==> src/rtl/biriscv_inst_queue_pkg.sv <==
// Shared definitions for the biRISC-V dual-issue instruction queue:
// entry width, field offsets of a decoded instruction entry, and an
// entry struct view with a PC accessor.
package biriscv_inst_queue_pkg;

    localparam int IQ_ENTRY_W     = 74;

    // Entry layout, MSB first:
    // {pc, instr, fault_fetch, fault_page, exec, lsu, branch, mul, div, csr, rd_valid, invalid}
    localparam int IQ_PC_HI       = 73;
    localparam int IQ_PC_LO       = 42;
    localparam int IQ_INSTR_HI    = 41;
    localparam int IQ_INSTR_LO    = 10;
    localparam int IQ_FAULT_FETCH = 9;
    localparam int IQ_FAULT_PAGE  = 8;
    localparam int IQ_EXEC        = 7;
    localparam int IQ_LSU         = 6;
    localparam int IQ_BRANCH      = 5;
    localparam int IQ_MUL         = 4;
    localparam int IQ_DIV         = 3;
    localparam int IQ_CSR         = 2;
    localparam int IQ_RD_VALID    = 1;
    localparam int IQ_INVALID     = 0;

    typedef logic [IQ_ENTRY_W-1:0] iq_word_t;

    typedef struct packed {
        logic [31:0] pc;
        logic [31:0] instr;
        logic        fault_fetch;
        logic        fault_page;
        logic        exec;
        logic        lsu;
        logic        branch;
        logic        mul;
        logic        div;
        logic        csr;
        logic        rd_valid;
        logic        invalid;
    } iq_entry_t;

    // Extract the PC field of a flat entry word.
    function automatic logic [31:0] iq_pc(input iq_word_t e);
        return e[IQ_PC_HI:IQ_PC_LO];
    endfunction

endpackage

==> src/rtl/biriscv_inst_queue_if.sv <==
// Handshake bundle of the instruction queue: two decode-side input lanes
// and two issue-side output lanes. The slave modport is the queue itself,
// the master modport is the surrounding pipeline (decode + issue).
interface biriscv_inst_queue_if
    import biriscv_inst_queue_pkg::*;
();

    logic     in0_valid_i;
    iq_word_t in0_entry_i;
    logic     in0_accept_o;
    logic     in1_valid_i;
    iq_word_t in1_entry_i;
    logic     in1_accept_o;

    logic     out0_valid_o;
    iq_word_t out0_entry_o;
    logic     out0_accept_i;
    logic     out1_valid_o;
    iq_word_t out1_entry_o;
    logic     out1_accept_i;

    modport slave (
        input  in0_valid_i, in0_entry_i, in1_valid_i, in1_entry_i,
        input  out0_accept_i, out1_accept_i,
        output in0_accept_o, in1_accept_o,
        output out0_valid_o, out0_entry_o, out1_valid_o, out1_entry_o
    );

    modport master (
        output in0_valid_i, in0_entry_i, in1_valid_i, in1_entry_i,
        output out0_accept_i, out1_accept_i,
        input  in0_accept_o, in1_accept_o,
        input  out0_valid_o, out0_entry_o, out1_valid_o, out1_entry_o
    );

endinterface

==> src/rtl/biriscv_iq_ram.sv <==
// Instruction queue storage: DEPTH x IQ_ENTRY_W flop array with two write
// ports and two asynchronous read ports. Data is never reset; validity is
// tracked by the queue's count.
module biriscv_iq_ram
    import biriscv_inst_queue_pkg::*;
#(
    parameter int DEPTH   = 8,
    parameter int DEPTH_W = 3
) (
    input  logic               clk,
    input  logic               wr0_en,
    input  logic [DEPTH_W-1:0] wr0_addr,
    input  iq_word_t           wr0_data,
    input  logic               wr1_en,
    input  logic [DEPTH_W-1:0] wr1_addr,
    input  iq_word_t           wr1_data,
    input  logic [DEPTH_W-1:0] rd0_addr,
    output iq_word_t           rd0_data,
    input  logic [DEPTH_W-1:0] rd1_addr,
    output iq_word_t           rd1_data
);

    iq_word_t mem [DEPTH];

    // Write both lanes; the top guarantees distinct addresses when both fire.
    always_ff @(posedge clk) begin
        if (wr0_en)
            mem[wr0_addr] <= wr0_data;
        if (wr1_en)
            mem[wr1_addr] <= wr1_data;
    end

    assign rd0_data = mem[rd0_addr];
    assign rd1_data = mem[rd1_addr];

endmodule

==> src/rtl/biriscv_inst_queue.sv <==
// biRISC-V dual-issue instruction queue. Decouples decode from issue
// stalls: up to two entries pushed and two popped per cycle, in program
// order, emptied on any pipeline redirect (flush_i).
// Acceptance depends only on the registered count so there is no
// combinational path from the issue side back to decode.
// Optional build macro: BIRISCV_IQ_PERF_EN adds full-stall and
// flush-drop performance counters.
module biriscv_inst_queue
    import biriscv_inst_queue_pkg::*;
#(
    parameter int DEPTH   = 8,
    parameter int DEPTH_W = 3
) (
    input  logic                 clk,
    input  logic                 rst_n,
    input  logic                 flush_i,
    biriscv_inst_queue_if.slave  iq,
`ifdef BIRISCV_IQ_PERF_EN
    output logic [31:0]          perf_full_cycles_o,
    output logic [31:0]          perf_flush_drop_o,
`endif
    output logic [DEPTH_W:0]     level_o
);

    localparam logic [DEPTH_W:0] ROOM_FOR_1 = (DEPTH_W+1)'(DEPTH - 1);
    localparam logic [DEPTH_W:0] ROOM_FOR_2 = (DEPTH_W+1)'(DEPTH - 2);

    logic [DEPTH_W-1:0] rd_ptr_q, rd_ptr_d;
    logic [DEPTH_W-1:0] wr_ptr_q, wr_ptr_d;
    logic [DEPTH_W:0]   count_q,  count_d;

    logic       push0, push1, pop0, pop1;
    logic [1:0] push_cnt, pop_cnt;

    // Handshake terms, all derived from registered occupancy.
    assign iq.in0_accept_o = (count_q <= ROOM_FOR_1);
    assign iq.in1_accept_o = (count_q <= ROOM_FOR_2);
    assign iq.out0_valid_o = (count_q >= (DEPTH_W+1)'(1));
    assign iq.out1_valid_o = (count_q >= (DEPTH_W+1)'(2));

    assign push0    = iq.in0_valid_i & iq.in0_accept_o;
    assign push1    = iq.in1_valid_i & iq.in1_accept_o;
    assign pop0     = iq.out0_valid_o & iq.out0_accept_i;
    assign pop1     = pop0 & iq.out1_valid_o & iq.out1_accept_i;
    assign push_cnt = {1'b0, push0} + {1'b0, push1};
    assign pop_cnt  = {1'b0, pop0} + {1'b0, pop1};

    assign level_o  = count_q;

    // Next pointer/count; a flush discards everything including this cycle's traffic.
    always_comb begin
        rd_ptr_d = rd_ptr_q + DEPTH_W'(pop_cnt);
        wr_ptr_d = wr_ptr_q + DEPTH_W'(push_cnt);
        count_d  = count_q + (DEPTH_W+1)'(push_cnt) - (DEPTH_W+1)'(pop_cnt);
        if (flush_i) begin
            rd_ptr_d = '0;
            wr_ptr_d = '0;
            count_d  = '0;
        end
    end

    // Pointer and occupancy registers.
    always_ff @(posedge clk or negedge rst_n) begin
        if (!rst_n) begin
            rd_ptr_q <= '0;
            wr_ptr_q <= '0;
            count_q  <= '0;
        end else begin
            rd_ptr_q <= rd_ptr_d;
            wr_ptr_q <= wr_ptr_d;
            count_q  <= count_d;
        end
    end

    // in1 lands right behind in0 when both push, or at wr_ptr when alone.
    biriscv_iq_ram #(
        .DEPTH   (DEPTH),
        .DEPTH_W (DEPTH_W)
    ) u_ram (
        .clk      (clk),
        .wr0_en   (push0 & ~flush_i),
        .wr0_addr (wr_ptr_q),
        .wr0_data (iq.in0_entry_i),
        .wr1_en   (push1 & ~flush_i),
        .wr1_addr (wr_ptr_q + DEPTH_W'(push0)),
        .wr1_data (iq.in1_entry_i),
        .rd0_addr (rd_ptr_q),
        .rd0_data (iq.out0_entry_o),
        .rd1_addr (rd_ptr_q + DEPTH_W'(1)),
        .rd1_data (iq.out1_entry_o)
    );

`ifdef BIRISCV_IQ_PERF_EN
    logic [31:0] perf_full_q;
    logic [31:0] perf_drop_q;

    // Stall and flush-loss counters; survive flushes, wrap modulo 2^32.
    always_ff @(posedge clk or negedge rst_n) begin
        if (!rst_n) begin
            perf_full_q <= '0;
            perf_drop_q <= '0;
        end else begin
            if (iq.in0_valid_i & ~iq.in0_accept_o)
                perf_full_q <= perf_full_q + 32'd1;
            if (flush_i)
                perf_drop_q <= perf_drop_q + 32'(count_q);
        end
    end

    assign perf_full_cycles_o = perf_full_q;
    assign perf_flush_drop_o  = perf_drop_q;
`endif

endmodule

==> src/flat_wrapper.sv <==
// flat-port wrapper written by rule: the top's interface ports become plain ports
module biriscv_inst_queue_flat import biriscv_inst_queue_pkg::*;
#(
    parameter int DEPTH   = 8,
    parameter int DEPTH_W = 3
)
  (clk, rst_n, flush_i, level_o, iq_in0_valid_i, iq_in0_entry_i, iq_in1_valid_i, iq_in1_entry_i, iq_out0_accept_i, iq_out1_accept_i, iq_in0_accept_o, iq_in1_accept_o, iq_out0_valid_o, iq_out0_entry_o, iq_out1_valid_o, iq_out1_entry_o);
  biriscv_inst_queue_if iq_i ();
  input  logic clk;
  input  logic rst_n;
  input  logic flush_i;
  output logic [DEPTH_W:0] level_o;
  input wire logic [$bits(iq_i.in0_valid_i)-1:0] iq_in0_valid_i;
  input wire logic [$bits(iq_i.in0_entry_i)-1:0] iq_in0_entry_i;
  input wire logic [$bits(iq_i.in1_valid_i)-1:0] iq_in1_valid_i;
  input wire logic [$bits(iq_i.in1_entry_i)-1:0] iq_in1_entry_i;
  input wire logic [$bits(iq_i.out0_accept_i)-1:0] iq_out0_accept_i;
  input wire logic [$bits(iq_i.out1_accept_i)-1:0] iq_out1_accept_i;
  output wire logic [$bits(iq_i.in0_accept_o)-1:0] iq_in0_accept_o;
  output wire logic [$bits(iq_i.in1_accept_o)-1:0] iq_in1_accept_o;
  output wire logic [$bits(iq_i.out0_valid_o)-1:0] iq_out0_valid_o;
  output wire logic [$bits(iq_i.out0_entry_o)-1:0] iq_out0_entry_o;
  output wire logic [$bits(iq_i.out1_valid_o)-1:0] iq_out1_valid_o;
  output wire logic [$bits(iq_i.out1_entry_o)-1:0] iq_out1_entry_o;
  assign iq_i.in0_valid_i = iq_in0_valid_i;
  assign iq_i.in0_entry_i = iq_in0_entry_i;
  assign iq_i.in1_valid_i = iq_in1_valid_i;
  assign iq_i.in1_entry_i = iq_in1_entry_i;
  assign iq_i.out0_accept_i = iq_out0_accept_i;
  assign iq_i.out1_accept_i = iq_out1_accept_i;
  assign iq_in0_accept_o = iq_i.in0_accept_o;
  assign iq_in1_accept_o = iq_i.in1_accept_o;
  assign iq_out0_valid_o = iq_i.out0_valid_o;
  assign iq_out0_entry_o = iq_i.out0_entry_o;
  assign iq_out1_valid_o = iq_i.out1_valid_o;
  assign iq_out1_entry_o = iq_i.out1_entry_o;
  biriscv_inst_queue #(.DEPTH(DEPTH), .DEPTH_W(DEPTH_W)) u_core (.clk(clk), .rst_n(rst_n), .flush_i(flush_i), .iq(iq_i), .level_o(level_o));
endmodule
==> config.mk <==
export PLATFORM = sky130hd
export DESIGN_NAME = biriscv_inst_queue_flat
export DESIGN_NICKNAME = d
export VERILOG_FILES = /design/src/rtl/biriscv_inst_queue_pkg.sv /design/src/rtl/biriscv_inst_queue_if.sv /design/src/rtl/biriscv_iq_ram.sv /design/src/rtl/biriscv_inst_queue.sv /design/src/flat_wrapper.sv
export SDC_FILE = /design/constraint.sdc
export NUM_CORES = 1
export LEC_CHECK = 0
export CAP_MARGIN = 10
export CORE_MARGIN = 1.5
export CORE_UTILIZATION = 63
export CTS_BUF_LIST = sky130_fd_sc_hd__clkbuf_16
export CTS_CLUSTER_DIAMETER = 100
export DETAILED_ROUTE_END_ITERATION = 7
export PLACE_DENSITY = 0.86
export SYNTH_ARGS = -nofsm -noshare
export SYNTH_HDL_FRONTEND = slang
export SYNTH_SLANG_ARGS = --single-unit
==> constraint.sdc <==
create_clock -name clk -period 8.4 [get_ports clk]
set_input_delay 1.26 -clock clk [delete_from_list [all_inputs] [get_ports clk]]
set_output_delay 1.26 -clock clk [all_outputs]
set_load 0.02 [all_outputs]
==> run_results.csv, run 1 <==
group,metric,value,unit
detailed_routing,routedWlPerCell,31.6,um
detailed_routing,ant_nets,0,
critical_path,cp-start-kind,"flop",
cells_and_area,layout-drive-gt1-share,0.499,
detailed_routing,drt_wl_total,91500,um
critical_path,crit_path_cell_trace,"buf_12 -> buf_4 -> mux4_2 -> mux2_2 -> clkdlybuf4s50_1",
critical_path,cp_slowest_cell,"buf_4",
grt,grt_pass1_vias,22000,
critical_path,crit_path_end_kind,"output port",
cells_and_area,nFillCells,3071,
critical_path,worstSetupPathType,"reg2out",
timing,hold_ws,679,ps
synth,yosys.area.top_type,"edfxtp_1",
timing,setup_tns,0,ps
critical_path,path_max_fanout,152,
timing,slew_violations,0,
cells_and_area,areaGrowthSynthToFinish,16.8,%
clock_tree,cts_made_buffers,66,
detailed_routing,first_iter_violations,2191,
status,status,"finished, final reports clean",
timing,hold_violations,0,
grt,grt_max_degree,153,
floorplanning,dieArea,56400,um2
grt,grt.overflow.total,0,
power_and_ir_drop,vdd_drop_max,0.381,mV
synth,ys_types,35,
cells_and_area,nets,2316,
synth,syn_inst,1875,
synth,synth.area.top_cells,"edfxtp_1 (51%), mux2_2 (21%), mux4_2 (19%)",
clock_tree,cts_tree,"yes",
floorplanning,chipWidth,237,um
min_path,hp-class,"reg2reg",
detailed_routing,drc,0,
synth,syn-mean-instance-area,18.5,um2
clock_tree,cts_root_buf,"clkbuf_16",
clock_tree,cts_setup_buffers,0,
timing,period_needed,6060,ps
critical_path,cp.arrival,4800,ps
place,portBuffers,310,
timing,setup_viol,0,
min_path,min_from,"u_core.wr_ptr_q[2]",
place,gp_congestion,0.807,
clock_tree,clk_latency,590,ps
floorplanning,initial_core_util,0.641,
floorplanning,num_rows,85,
critical_path,regToRegStartpoint,"u_core.level_o[3]",
clock_tree,clockBufferDepth,3,
timing,finalCritPeriodShare,0.721,
clock_tree,clkSlewWorstSetupHoldPaths,60,ps
critical_path,cpPeakStageDelay,960,ps
power_and_ir_drop,p_per_area,335,nW/um2
timing,finClkSkew,13.9,ps
power_and_ir_drop,power,13.5,mW
flow_run,max_cap_viol_count,0,
place,pre_cts_ws,2900,ps
floorplanning,coreArea,54000,um2
critical_path,crit_required,7140,ps
timing,fmax,0.165,GHz
detailed_routing,drt_pass1_iterations,5,
cells_and_area,multiInputGateArea,15900,um2
cells_and_area,seqCellArea,18000,um2
timing,tightest_slew,1180,ps
clock_tree,htreeDepth,3,
detailed_routing,vias,20700,
grt,grt_pass1_wl,137000,um
timing,slew_headroom,0.213,
clock_tree,post_cts_resized,0,
clock_tree,cts_hold_repair.buffers,0,
timing,fin_ws,2340,ps
floorplanning,die_y,237,um
synth,synth.top_cell.area_share,0.513,
place,hpwlAfterDp,52000,um
critical_path,startpoint,"u_core.rd_ptr_q[0]",
power_and_ir_drop,p_leak,12.7,nW
grt,antenna_found_initial,17,
detailed_routing,viasPerCell,7.13,
clock_tree,clock-sinks,602,
grt,grtUsageTotal,0.330,
synth,syn_area,34600,um2
timing,rsz0062_at_grt,"no",
synth,synth_seq_area_share,0.521,
floorplanning,ios,311,
synth,synth_seq_cells,602,
synth,synth_nets,2047,
synth,yosys_warnings,0,
-- layout make-up --
class	count	share of cell area
Antenna cell	11	0.000681
Sequential cell	602	0.446
Multi-Input combinational cell	1110	0.393
Tap cell	696	0.0215
Clock buffer	69	0.0427
Clock inverter	47	0.00910
Inverter	13	0.00121
Timing Repair Buffer	351	0.0858
-- path summary, 6_finish.rpt --
| kind | endpoint | slack, ps | cells after the start |
|---|---|---|---|
| max in group asynchronous | u_core.rd_ptr_q[1] | 7050 | 1 |
| max | iq_out0_entry_o[49] | 2340 | 5 |
| min in group asynchronous | u_core.level_o[3] | 980 | 1 |
| min | u_core.wr_ptr_q[2] | 680 | 2 |
| min reg2reg | u_core.wr_ptr_q[2] | 680 | 2 |
| max reg2reg | u_core.u_ram.mem[4][9] | 3180 | 12 |
-- cell usage in the layout (no fill, tap or decap), drive strengths merged, types with 6 or more instances in the layout --
| cell | Yosys | layout |
|---|---|---|
| dfrtp | 10 | 10 |
| mux4 | 296 | 296 |
| diode | 0 | 11 |
| buf | 116 | 41 |
| nor4 | 8 | 8 |
| o21bai | 8 | 8 |
| clkbuf | 34 | 69 |
| nor2 | 7 | 7 |
| edfxtp | 592 | 592 |
| ha | 13 | 13 |
| nor2b | 6 | 6 |
| bufinv | 0 | 6 |
| clkinv | 0 | 25 |
| clkdlybuf4s50 | 0 | 310 |
| inv | 13 | 26 |
| mux2 | 741 | 741 |
-- cells by family (layout without fill, tap and decap cells) --
family          count (synthesis)  in the layout  synth area share
other cells                     0             11                 0
buf+inv                       163            480            0.0258
compound gates                 13             13           0.00289
fa+ha+maj                      17             17           0.00701
flops                         602            602             0.521
mux                          1037           1037             0.434
xor+xnor                        6              6           0.00152
simple gates                   37             37           0.00853
-- stage by stage --
| step | cell area [um2] | utilization | cells |
|---|---|---|---|
| 5_1_grt | 40400 | 0.748 | 2898 |
| 3_5_place_dp | 38300 | 0.708 | 2771 |
| 3_3_place_gp | 38300 | 0.708 | 2771 |
| 2_1_floorplan | 34600 | - | 1875 |
| 6_report | 40400 | 0.748 | 2899 |
| 4_1_cts | 40400 | 0.747 | 2887 |
-- synth_stat cells, drive strengths merged --
cell and instances:
a21boi 1, a21o 1, a21oi 1, and2 3, and3 2, buf 116
clkbuf 34, dfrtp 10, edfxtp 592, fa 4, ha 13, inv 13
mux2 741, mux4 296, nand2 2, nand2b 3, nand3 1, nand4b 1
nand4bb 2, nor2 7, nor2b 6, nor4 8, o2111ai 1, o211ai 1
o21bai 8, or2 1, or4b 1, xnor2 3, xor2 3
-- power breakdown --
| group | total [mW] | switching, mW | internal (mW) |
|---|---|---|---|
| Combinational | 6.77 | 3.26 | 3.50 |
| Sequential | 3.91 | 0.213 | 3.70 |
| Clock | 2.84 | 1.18 | 1.67 |
| Total | 13.5 | 4.65 | 8.87 |
-- metal layers --
| metal | track usage | share of wire | vias to the layer above |
|---|---|---|---|
| met1 | 0.435 | 0.38 | 10900 |
| li1 | - | - | 8433 |
| met2 | 0.545 | 0.50 | 1185 |
| met5 | 0 | 0.00087 | - |
| met3 | 0.0634 | 0.090 | 184 |
| met4 | 0.135 | 0.032 | 12 |
-- flip-flops by register name, summed over array words and instances (netlist names) --
| signal | cells |
|---|---|
| u_core.wr_ptr_q | 3 |
| u_core.rd_ptr_q | 3 |
| u_core.level_o | 4 |
| u_core.u_ram.mem | 592 |
-- critical path, delay by kind of cell, from the launching register on --
family | cells | cell delay (ps)
muxes | 2 | 900
DFF | 1 | 790
buffers and inverters | 3 | 2150
No activity file was read; power rests on OpenSTA's default activity.
==> run 2, diff against run 1 <==
CORE_UTILIZATION = 59   (was 63)
PLACE_DENSITY = 0.81   (was 0.86)
clock period = 6.1 ns   (was 8.4 ns; I/O delays follow)
==> run_results.csv, run 2 (synthesis gave the netlist of run 1 again) <==
group,metric,value,unit
floorplanning,die_y,245,um
place,gp_congestion,0.784,
detailed_routing,drt_wl_total,91000,um
timing,finClkSkew,9.93,ps
critical_path,crit_required,5180,ps
critical_path,crit_path_end_kind,"output port",
detailed_routing,drt_pass1_iterations,5,
clock_tree,clockBufferDepth,3,
power_and_ir_drop,p_leak,12.7,nW
clock_tree,cts_root_buf,"clkbuf_16",
critical_path,cp-start-kind,"flop",
floorplanning,ios,311,
cells_and_area,final_common_cell,"mux2_2",
critical_path,cp.arrival,4040,ps
timing,slew_headroom,0.176,
clock_tree,cts_made_buffers,67,
critical_path,path_max_fanout,48,
cells_and_area,fin_util,0.700,
grt,antenna_found_initial,19,
place,pre_cts_ws,1460,ps
timing,fmax,0.202,GHz
timing,setup_tns,0,ps
cells_and_area,areaGrowthSynthToFinish,16.9,%
critical_path,regToRegStartpoint,"u_core.level_o[3]",
cells_and_area,nets,2311,
cells_and_area,fin_area,40500,um2
power_and_ir_drop,p_per_area,455,nW/um2
floorplanning,coreArea,57800,um2
clock_tree,clk_latency,590,ps
detailed_routing,ant_nets,0,
power_and_ir_drop,vdd_drop_max,0.634,mV
clock_tree,cts_hold_repair.buffers,0,
detailed_routing,drc,0,
clock_tree,htreeDepth,3,
detailed_routing,vias,20100,
place,dp.cells,2835,
timing,rsz0062_at_grt,"no",
place,placed_cell_area,38400,um2
floorplanning,num_rows,88,
timing,hold_ws,651,ps
floorplanning,initial_core_util,0.599,
cells_and_area,mostFrequentLayoutCells,"mux2_2 (643), edfxtp_1 (592), clkdlybuf4s50_1 (310)",
timing,slew_violations,0,
grt,grtUsageTotal,0.307,
clock_tree,clkSlewWorstSetupHoldPaths,60,ps
timing,fin_ws,1140,ps
power_and_ir_drop,power,18.4,mW
critical_path,cpPeakStageDelay,780,ps
critical_path,worstSetupPathType,"reg2out",
timing,hold_violations,0,
cells_and_area,largest_register_ffs,592,
critical_path,cp_slowest_cell,"ha_4",
timing,setup_viol,0,
timing,tightest_slew,1240,ps
status,status,"finished, final reports clean",
place,hpwlAfterDp,49200,um
cells_and_area,regMostFlops,"u_core.u_ram.mem",
min_path,hp-class,"in2async",
clock_tree,cts_setup_buffers,0,
critical_path,r2r_cells,11,
place,portBuffers,310,
clock_tree,clock-sinks,602,
critical_path,startpoint,"u_core.rd_ptr_q[0]",
timing,finalCritPeriodShare,0.813,
grt,grt_pass1_vias,21600,
clock_tree,post_cts_resized,0,
grt,grt_max_degree,150,
grt,grt_pass1_wl,135000,um
cells_and_area,fin_cells,2961,
detailed_routing,first_iter_violations,1574,
detailed_routing,viasPerCell,6.79,
grt,grt.overflow.total,0,
detailed_routing,routedWlPerCell,30.7,um
flow_run,max_cap_viol_count,0,
floorplanning,dieArea,60100,um2
clock_tree,cts_tree,"yes",
timing,period_needed,4960,ps
critical_path,crit_path_cell_trace,"ha_4 -> buf_12 -> mux4_2 -> mux2_2 -> clkdlybuf4s50_1",
cells_and_area,layout-drive-gt1-share,0.494,
floorplanning,chipWidth,245,um
run 2: critical path, delay by kind of cell (launching register included):
kind | cells | cell delay [ps]
multiplexers | 2 | 880
adder cells (fa/ha/maj) | 1 | 780
buffers and inverters | 2 | 1000
flip-flops | 1 | 730
run 2: final cells by class:
type,count,area (um2)
Fill cell,3666,17300
Clock inverter,43,174
Timing Repair Buffer,345,3530
Tap cell,765,957
Clock buffer,73,1830
Sequential cell,602,18000
Multi-Input combinational cell,1110,15900
Antenna cell,10,25.0
Inverter,13,48.8
run 2: layer usage:
metal  track usage  vias to the layer above  wire, um
li1              -                     8439         -
met2         0.506                      838     45600
met1         0.407                    10600     35700
met5             0                        -       159
met3        0.0669                      153      7320
met4         0.103                       24      2180
run 2: report_power, final:
part	switching [mW]	internal (mW)
Combinational	4.44	4.86
Sequential	0.268	5.10
Clock	1.60	2.13
Total	6.31	12.1
run 2: worst paths after layout:
| kind | to | slack [ps] |
|---|---|---|
| setup / recovery | iq_out1_entry_o[16] | 1140 |
| hold / removal | u_core.level_o[3] | 650 |
| setup reg to reg | u_core.u_ram.mem[4][64] | 1430 |
| hold reg to reg | u_core.wr_ptr_q[2] | 710 |
| max in group asynchronous | u_core.rd_ptr_q[1] | 5080 |
| min in group clk | u_core.wr_ptr_q[2] | 710 |
